<file path="config.mk">
export PLATFORM = sky130hd
export DESIGN_NAME = ext_bus_master
export DESIGN_NICKNAME = d
export VERILOG_FILES = /design/src/rtl/ext_bus_pkg.sv /design/src/rtl/ext_bus_timer.sv /design/src/rtl/ext_bus_master.sv
export SDC_FILE = /design/constraint.sdc
export NUM_CORES = 1
export LEC_CHECK = 0
export CAP_MARGIN = 20
export CELL_PAD_IN_SITES_DETAIL_PLACEMENT = 0
export CELL_PAD_IN_SITES_GLOBAL_PLACEMENT = 1
export CORE_ASPECT_RATIO = 1.1
export CORE_MARGIN = 1
export CORE_UTILIZATION = 38
export DETAILED_ROUTE_END_ITERATION = 10
export PLACE_DENSITY = 0.88
export SETUP_SLACK_MARGIN = 0.15
export SYNTH_ARGS = -nofsm -noshare
export SYNTH_HDL_FRONTEND = slang
export SYNTH_HIERARCHICAL = 1
export SYNTH_SLANG_ARGS = --single-unit
</file>
<file path="constraint.sdc">
create_clock -name clock -period 3.95 [get_ports clock]
set_input_delay 1.185 -clock clock [delete_from_list [all_inputs] [get_ports clock]]
set_output_delay 1.185 -clock clock [all_outputs]
set_load 0.05 [all_outputs]
</file>
<file path="src/rtl/ext_bus_pkg.sv">
// Shared types and timing defaults for the external parallel bus initiator.
package ext_bus_pkg;

  localparam int CNT_W          = 8;
  localparam int DEF_DATA_W     = 16;
  localparam int DEF_SETUP_CYC  = 2;
  localparam int DEF_TURN_CYC   = 2;
  localparam int DEF_STROBE_CYC = 4;
  localparam int DEF_HOLD_CYC   = 2;

  typedef enum logic [2:0] {
    ST_IDLE      = 3'd0,
    ST_SETUP     = 3'd1,
    ST_WR_TURN   = 3'd2,
    ST_WR_DRIVE  = 3'd3,
    ST_WR_HOLD   = 3'd4,
    ST_RD_STROBE = 3'd5,
    ST_RECOVER   = 3'd6
  } state_e;

  // A phase of n cycles loads n-1 so the zero flag marks its final cycle.
  function automatic logic [CNT_W-1:0] cyc_load(input int unsigned n);
    cyc_load = CNT_W'(n - 32'd1);
  endfunction

endpackage

</file>
<file path="src/rtl/ext_bus_timer.sv">
// Loadable down-counter that saturates at zero; zero_o flags the last cycle of a phase.
module ext_bus_timer
  import ext_bus_pkg::*;
(
  input  logic             clock,
  input  logic             reset_n,
  input  logic             load_i,
  input  logic [CNT_W-1:0] load_val_i,
  output logic             zero_o
);

  logic [CNT_W-1:0] count_q;
  logic [CNT_W-1:0] count_d;

  // Next count: load takes priority, otherwise count down to zero and stay there.
  always_comb begin
    count_d = count_q;
    if (load_i) begin
      count_d = load_val_i;
    end else if (count_q != '0) begin
      count_d = count_q - CNT_W'(1);
    end else begin
      count_d = count_q;
    end
  end

  // Counter register.
  always_ff @(posedge clock or negedge reset_n) begin
    if (!reset_n) begin
      count_q <= '0;
    end else begin
      count_q <= count_d;
    end
  end

  assign zero_o = (count_q == '0);

endmodule

</file>
<file path="src/rtl/ext_bus_master.sv">
// Initiator for the async CE/OE/WE parallel bus: turns single-word requests into
// timed bus cycles with fully registered bus outputs.
module ext_bus_master
  import ext_bus_pkg::*;
#(
  parameter int DATA_W     = DEF_DATA_W,
  parameter int SETUP_CYC  = DEF_SETUP_CYC,
  parameter int TURN_CYC   = DEF_TURN_CYC,
  parameter int STROBE_CYC = DEF_STROBE_CYC,
  parameter int HOLD_CYC   = DEF_HOLD_CYC
) (
  input  logic              clock,
  input  logic              reset_n,
  input  logic              req_valid,
  output logic              req_ready,
  input  logic              req_write,
  input  logic [DATA_W-1:0] req_wdata,
  output logic              rsp_valid,
  output logic [DATA_W-1:0] rsp_rdata,
  output logic              bus_ce_n,
  output logic              bus_oe_n,
  output logic              bus_we_n,
  output logic [DATA_W-1:0] bus_d_out,
  output logic              bus_d_oe,
  input  logic [DATA_W-1:0] bus_d_in
);

  state_e            state_q;
  logic              ready_q;
  logic              write_q;
  logic [DATA_W-1:0] wdata_q;
  logic              rsp_valid_q;
  logic [DATA_W-1:0] rsp_rdata_q;
  logic              ce_n_q;
  logic              oe_n_q;
  logic              we_n_q;
  logic [DATA_W-1:0] d_out_q;
  logic              d_oe_q;

  logic              accept_s;
  logic              zero_s;
  logic              load_s;
  logic [CNT_W-1:0]  load_val_s;

  assign accept_s = req_valid & ready_q;
  assign load_s   = (state_q == ST_IDLE) ? accept_s : zero_s;

  // Phase length of the state being entered on the next transition.
  always_comb begin
    load_val_s = '0;
    case (state_q)
      ST_IDLE:                  load_val_s = cyc_load(SETUP_CYC);
      ST_SETUP:                 load_val_s = write_q ? cyc_load(TURN_CYC) : cyc_load(STROBE_CYC);
      ST_WR_TURN:               load_val_s = cyc_load(STROBE_CYC);
      ST_WR_DRIVE:              load_val_s = cyc_load(HOLD_CYC);
      ST_WR_HOLD, ST_RD_STROBE: load_val_s = cyc_load(TURN_CYC);
      default:                  load_val_s = '0;
    endcase
  end

  ext_bus_timer u_timer (
    .clock      (clock),
    .reset_n    (reset_n),
    .load_i     (load_s),
    .load_val_i (load_val_s),
    .zero_o     (zero_s)
  );

  // Bus cycle sequencer; every bus output changes only on a state transition.
  always_ff @(posedge clock or negedge reset_n) begin
    if (!reset_n) begin
      state_q     <= ST_IDLE;
      ready_q     <= 1'b1;
      write_q     <= 1'b0;
      wdata_q     <= '0;
      rsp_valid_q <= 1'b0;
      rsp_rdata_q <= '0;
      ce_n_q      <= 1'b1;
      oe_n_q      <= 1'b1;
      we_n_q      <= 1'b1;
      d_out_q     <= '0;
      d_oe_q      <= 1'b0;
    end else begin
      rsp_valid_q <= 1'b0;
      case (state_q)
        ST_IDLE: begin
          if (accept_s) begin
            write_q <= req_write;
            wdata_q <= req_wdata;
            ready_q <= 1'b0;
            ce_n_q  <= 1'b0;
            state_q <= ST_SETUP;
          end
        end
        ST_SETUP: begin
          if (zero_s) begin
            if (write_q) begin
              we_n_q  <= 1'b0;
              state_q <= ST_WR_TURN;
            end else begin
              oe_n_q  <= 1'b0;
              state_q <= ST_RD_STROBE;
            end
          end
        end
        // WE is already low here so the responder has released the data lines.
        ST_WR_TURN: begin
          if (zero_s) begin
            d_oe_q  <= 1'b1;
            d_out_q <= wdata_q;
            state_q <= ST_WR_DRIVE;
          end
        end
        ST_WR_DRIVE: begin
          if (zero_s) begin
            we_n_q  <= 1'b1;
            state_q <= ST_WR_HOLD;
          end
        end
        ST_WR_HOLD: begin
          if (zero_s) begin
            ce_n_q      <= 1'b1;
            d_oe_q      <= 1'b0;
            d_out_q     <= '0;
            rsp_valid_q <= 1'b1;
            state_q     <= ST_RECOVER;
          end
        end
        ST_RD_STROBE: begin
          if (zero_s) begin
            rsp_rdata_q <= bus_d_in;
            oe_n_q      <= 1'b1;
            ce_n_q      <= 1'b1;
            rsp_valid_q <= 1'b1;
            state_q     <= ST_RECOVER;
          end
        end
        ST_RECOVER: begin
          if (zero_s) begin
            ready_q <= 1'b1;
            state_q <= ST_IDLE;
          end
        end
        default: begin
          ce_n_q  <= 1'b1;
          oe_n_q  <= 1'b1;
          we_n_q  <= 1'b1;
          d_oe_q  <= 1'b0;
          ready_q <= 1'b1;
          state_q <= ST_IDLE;
        end
      endcase
    end
  end

  assign req_ready = ready_q;
  assign rsp_valid = rsp_valid_q;
  assign rsp_rdata = rsp_rdata_q;
  assign bus_ce_n  = ce_n_q;
  assign bus_oe_n  = oe_n_q;
  assign bus_we_n  = we_n_q;
  assign bus_d_out = d_out_q;
  assign bus_d_oe  = d_oe_q;

endmodule

</file>
==> results.txt, run 1 <==
WL final - 5770 um
Post_cts resized - 0
Post-route cell area - 3900 um2
WP buf/inv - 1
Reg2reg path depth - 5
Skew final - 0.00606 ns
Hold_sp - bus_we_n$_DFFE_PN1P_
R2r endpoint - rsp_rdata[3]$_DFFE_PN0P_
Slew headroom - 0.561
CTS buffer count - 9
Die height - 93.4 um
Ys flop type - dfrtp_1
Vias/cell - 5.19
Crit path max-delay family - buffers and inverters
Clk buf depth - 2
Count of final hold-check violations - 0
Clock Pin Slew Worst Setup and Hold Paths - 0.07 ns
CP Cell Sequence - clkdlybuf4s50_1
Hpwl dp - 3670 um
Filler cell count - 620
Gpl congestion - 0.807
Post-Syn Area per Cell - 12.9 um2
I/O pin cnt - 74
Hold endpoint - bus_we_n$_DFFE_PN1P_
Post-Route Utilization - 0.545
Rows - 32
Critical Path Start Type - flop
Largest net degree at the start of global routing - 67
Ys async rst share - 1.00
Max Slew Vio Count - 0
Cell Area, Synth - 2880 um2
Post-synth EDFFs - 0
PD cells - 438 nW/um2
Setup CP Type - flop to primary output
Core area - 7170 um2
Synth area leader - dfrtp_1
Worst reg2reg startpoint - u_timer/count_q[3]$_DFFE_PN0P_
Hold-fix buffers, CTS - 0
Period utilization - 0.736
First-pass GRT wire length - 9430 um
CP max stage delay - 0.81 ns
Share of cells above drive strength 1 - 0.209
Critical Path Fanout Max - 4
Clk sinks - 66
Die Width - 85.1 um
Total Routing Usage GR - 0.155
Setup crit end kind - primary output
H-Tree Depth - 3
FMAX - 344 MHz
Arr. time, crit path - 1.72 ns
Routed len/inst - 14.8 um
Register area share after synthesis - 0.574
CTS root buffer - clkbuf_8
CTS tree - done
Top cells by area in the synthesized netlist - dfrtp_1 54%, mux2_2 13%, a22o_1 4.9%
CP max-delay cell - clkdlybuf4s50_1
Tmin final - 2.91 ns
DIE AREA - 7940 um2
Post-synth cell types - 51
# DRC - 0
#FFs+latches synth - 66
Via count - 2028
Worst VDD drop - 0.000205 V
Syn. warnings - 6
Max-cap violations - 0
IO Port Bufs - 73
DRT Pass-1 Iters - 4
Antenna violations before repair - 0
DRT antenna net count - 0
Power, Total - 1.71 mW
Final net count - 338
CP required - 2.76 ns
Status - completed
Initial Util - 0.402
Clk_lat worst skew - 0.34 ns
Fin cells - 391
Initial DRC count - 103
GR Overflow Total - 0
Setup TNS Final - 0 ns
WHS Path Cells - 2
Inst Count DP - 375
Layout area overhead - 35.4%
Reg2Reg Setup Slack - 1.42 ns
RSZ-0062 raised after global routing - false
Vias in the first global route - 1960
Synth Instances - 223
# setup viols final - 0
Share of the synthesized area in the top cell type - 0.538
Placed Area - 3660 um2
Worst-Margin Slew - 0.659 ns
Number of buffers added for setup after CTS - 0
Cell leakage power - 1.71 nW
Diodes inserted - 0
Hold Crit Class - flop to flop
## flip-flops by register name (all words and copies together), names as in the netlist
signal and cells:
state_q 3, u_timer/count_q 8, bus_we_n 1, write_q 1, rsp_valid 1, rsp_rdata 16, bus_d_oe 1, req_ready 1
bus_ce_n 1, bus_d_out 16, bus_oe_n 1, wdata_q 16
## metal layers
| metal | vias to the layer above | routed length, um | GRT usage |
|---|---|---|---|
| met5 | - | 0 | 0 |
| met4 | 0 | 112 | 0.0819 |
| met3 | 10 | 379 | 0.0459 |
| met2 | 63 | 2610 | 0.235 |
| met1 | 985 | 2670 | 0.201 |
| li1 | 970 | - | - |
## area by class of cell
type	instances	area, um2	share of cell area
Clock inverter	6	115	0.0295
Tap cell	85	106	0.0272
Clock buffer	10	128	0.0327
Sequential cell	66	1660	0.424
Inverter	8	30.0	0.00769
Multi-Input combinational cell	139	1100	0.282
Timing Repair Buffer	77	768	0.197
## synthesized netlist by cell type (all sizes together), types with 2 or more instances
cell     n
nand4    2
o31ai    4
dfstp    4
a31oi    4
o21ai    9
nor2     8
or4      2
a21oi   13
nand2b   2
and3     2
mux2    33
nand4b   2
nor3     3
nor2b    3
buf     11
clkbuf   4
inv      8
dfrtp   62
nand2    6
a22o    16
## stage by stage
step	hold slack (ns)	worst slack, ns
CTS	0.477	1.03
finish	0.468	1.04
global placement	0.457	1.13
floorplan	0.469	1.16
detailed placement	0.467	1.11
global route	0.518	1.00
## where the power goes
| group | internal, mW | switching, mW | total (mW) |
|---|---|---|---|
| clock | 0.421 | 0.259 | 0.681 |
| sequential | 0.724 | 0.0604 | 0.785 |
| combinational | 0.122 | 0.123 | 0.245 |
| total | 1.27 | 0.442 | 1.71 |
## logic make-up (layout without fill, tap and decap cells)
family | count (synthesis) | after routing | synth area share
buffers and inverters | 23 | 101 | 0.0508
XOR/XNOR | 2 | 2 | 0.00607
AND/OR/NAND/NOR | 37 | 37 | 0.0872
flip-flops | 66 | 66 | 0.574
adder cells (fa/ha/maj) | 2 | 2 | 0.00781
AO/OA/AOI/OAI | 59 | 59 | 0.144
multiplexers | 33 | 33 | 0.129
other | 1 | 6 | 0.00130
## cell usage in the layout, fill, tap and decap left out, types with 6 or more instances in the layout
cell type / count
a21oi_1: 13
a22o_1: 16
clkbuf_8: 9
clkdlybuf4s50_1: 72
conb_1: 6
dfrtp_1: 62
inv_1: 7
mux2_2: 33
nand2_1: 6
nor2_1: 7
o21ai_0: 9
## worst max path at each step
stage                                         from                              to  slack [ns]  depth (start not counted)
finish                       req_ready$_DFFE_PN1P_                       req_ready        1.04                          1
global route                 req_ready$_DFFE_PN1P_                       req_ready        1.00                          1
CTS                          req_ready$_DFFE_PN1P_                       req_ready        1.03                          1
detailed placement                       req_valid  u_timer/count_q[0]$_DFFE_PN0P_        1.11                          6
global placement                         req_valid  u_timer/count_q[0]$_DFFE_PN0P_        1.13                          6
floorplan           u_timer/count_q[3]$_DFFE_PN0P_  u_timer/count_q[5]$_DFFE_PN0P_        1.16                         10
## worst register-to-register path, stage by stage, from the launching register on
cell     delay, ns
dfrtp_1       0.48
or4_4         0.60
nor3_1        0.15
buf_4         0.26
nand4_2       0.46
mux2_2        0.46
Power figures use the tool's default switching activity.
==> inputs of run 2 (changes only) <==
clock period = 3 ns   (was 3.95 ns; I/O delays follow)
==> run 2 against run 1 <==
Sequential cell count unchanged. Die area unchanged. Via count about the same. First-iteration DRC count down 3.9%. Combinational power up 30%. Global-route usage down 0.13 points. Cell area down 1.4%. Final cell count up 0.26%. Non-clock buffer count up 1. Worst hold slack better by 0.0018 ns. Register-to-register slack worse by 0.88 ns. Critical path type unchanged. Critical endpoint unchanged. Highest routed layer unchanged.
==> results.txt, run 2 (synthesis results as in run 1) <==
Core area - 7170 um2 (unchanged)
Worst VDD drop - 0.000301 V (+47%)
Hpwl dp - 3670 um (about the same)
# DRC - 0 (unchanged)
Routed len/inst - 14.8 um (+0.32%)
DRT Pass-1 Iters - 4 (unchanged)
I/O pin cnt - 74 (unchanged)
Post_cts resized - 0 (unchanged)
Vias/cell - 5.17 (-0.30%)
Clk_lat worst skew - 0.34 ns (about the same)
Status - completed
CP Cell Sequence - clkdlybuf4s50_1
Setup TNS Final - 0 ns (unchanged)
Antenna violations before repair - 0 (unchanged)
Power, Total - 2.02 mW (+18%)
Initial DRC count - 99 (-3.9%)
DIE AREA - 7940 um2 (unchanged)
PD cells - 526 nW/um2 (+20%)
DRT antenna net count - 0 (unchanged)
Count of final hold-check violations - 0 (unchanged)
CTS root buffer - clkbuf_8
Max-cap violations - 0 (unchanged)
Clock Pin Slew Worst Setup and Hold Paths - 0.07 ns (about the same)
Setup crit end kind - primary output
Tmin final - 2.62 ns
WP buf/inv - 1 (unchanged)
GR Overflow Total - 0 (unchanged)
Hold-fix buffers, CTS - 0 (unchanged)
H-Tree Depth - 3 (unchanged)
Setup CP Type - flop to primary output
Share of cells above drive strength 1 - 0.215 (+0.00583)
First-pass GRT wire length - 9470 um (+0.51%)
RSZ-0062 raised after global routing - false
Clk buf depth - 2 (unchanged)
Rows - 32 (unchanged)
Filler cell count - 638 (+2.9%)
Hold Crit Class - flop to flop
CP max-delay cell - clkdlybuf4s50_1
Critical Path Start Type - flop
# setup viols final - 0 (unchanged)
Diodes inserted - 0 (unchanged)
Layout area overhead - 33.4%
FMAX - 382 MHz
WL final - 5800 um (+0.57%)
Period utilization - 0.873
Die height - 93.4 um (unchanged)
Worst-Margin Slew - 0.658 ns (-0.000512 ns)
Critical Path Fanout Max - 4 (unchanged)
CP required - 2.10 ns (-0.66 ns)
CTS buffer count - 9 (unchanged)
Crit path max-delay family - buffers and inverters
Commonest cells after routing, fill and taps aside - 72 x clkdlybuf4s50_1, 62 x dfrtp_1, 33 x mux2_2
CTS tree - done
Worst hold slack - 0.470 ns (+0.00179 ns)
Via count - 2027 (-0.049%)
Total Routing Usage GR - 0.154 (-0.00134)
Commonest non-fill, non-tap cell in the layout - clkdlybuf4s50_1
Arr. time, crit path - 1.72 ns (about the same)
Slew headroom - 0.561 (about the same)
Cell leakage power - 1.68 nW (-1.6%)
Number of buffers added for setup after CTS - 0 (unchanged)
Max Slew Vio Count - 0 (unchanged)
Clk sinks - 66 (unchanged)
Vias in the first global route - 2030 (+3.6%)
IO Port Bufs - 73 (unchanged)
CP max stage delay - 0.81 ns (about the same)
Final net count - 339 (+0.30%)
Gpl congestion - 0.761 (-5.7%)
Initial Util - 0.402 (unchanged)
Die Width - 85.1 um (unchanged)
Skew final - 0.00811 ns (+0.00205 ns)
Reg2Reg Setup Slack - 0.54 ns (-0.88 ns)
Largest net degree at the start of global routing - 67 (unchanged)
==> run 2: cell count changes in the layout (fill, tap and decap cells not counted) <==
cell / delta
clkinvlp_4: +2
clkbuf_8: +1
inv_6: +1
bufinv_16: -3
clkinv_2: +2
clkinv_4: -2
clkbuf_1: -1
buf_4: +1
==> run 2: metrics by stage <==
| step | instances | setup WS, ns | area, um2 | util |
|---|---|---|---|---|
| after floorplan | 228 | 0.213 | 2900 | - |
| after global placement | 376 | 0.490 | 3670 | 0.512 |
| after detailed placement | 376 | 0.481 | 3670 | 0.512 |
| after CTS | 392 | 0.355 | 3850 | 0.537 |
| after global routing | 392 | 0.319 | 3850 | 0.537 |
| final | 392 | 0.382 | 3850 | 0.537 |
==> run 2: where the power goes <==
group	internal, mW	switching, mW
Clock	0.322	0.349
Sequential	0.954	0.0794
Combinational	0.162	0.156
Total	1.44	0.585
==> run 2: final timing paths <==
kind,start,endpoint,depth (start not counted)
max in group asynchronous,reset_n,bus_we_n$_DFFE_PN1P_,2
max reg2reg,u_timer/count_q[3]$_DFFE_PN0P_,rsp_rdata[6]$_DFFE_PN0P_,5
max,req_ready$_DFFE_PN1P_,req_ready,1
min in group asynchronous,reset_n,rsp_valid$_DFF_PN0_,2
min reg2reg,bus_we_n$_DFFE_PN1P_,bus_we_n$_DFFE_PN1P_,2
min,bus_we_n$_DFFE_PN1P_,bus_we_n$_DFFE_PN1P_,2
==> run 2: area by class of cell <==
class | count | area (um2) | share of cell area
multi-input cells | 139 | 1100 | 0.286
flip-flops and latches | 66 | 1660 | 0.431
well taps | 85 | 106 | 0.0276
clock inverters | 6 | 41.3 | 0.0107
clock buffers | 10 | 138 | 0.0358
inverters | 8 | 30.0 | 0.00780
repair buffers | 78 | 776 | 0.202
==> run 2: per-layer routing <==
| layer | GRT usage | vias up | share of wire |
|---|---|---|---|
| li1 | - | 964 | - |
| met1 | 0.193 | 998 | 0.45 |
| met2 | 0.253 | 59 | 0.48 |
| met3 | 0.0547 | 6 | 0.060 |
| met4 | 0.0424 | 0 | 0.0081 |
| met5 | 0 | - | 0 |
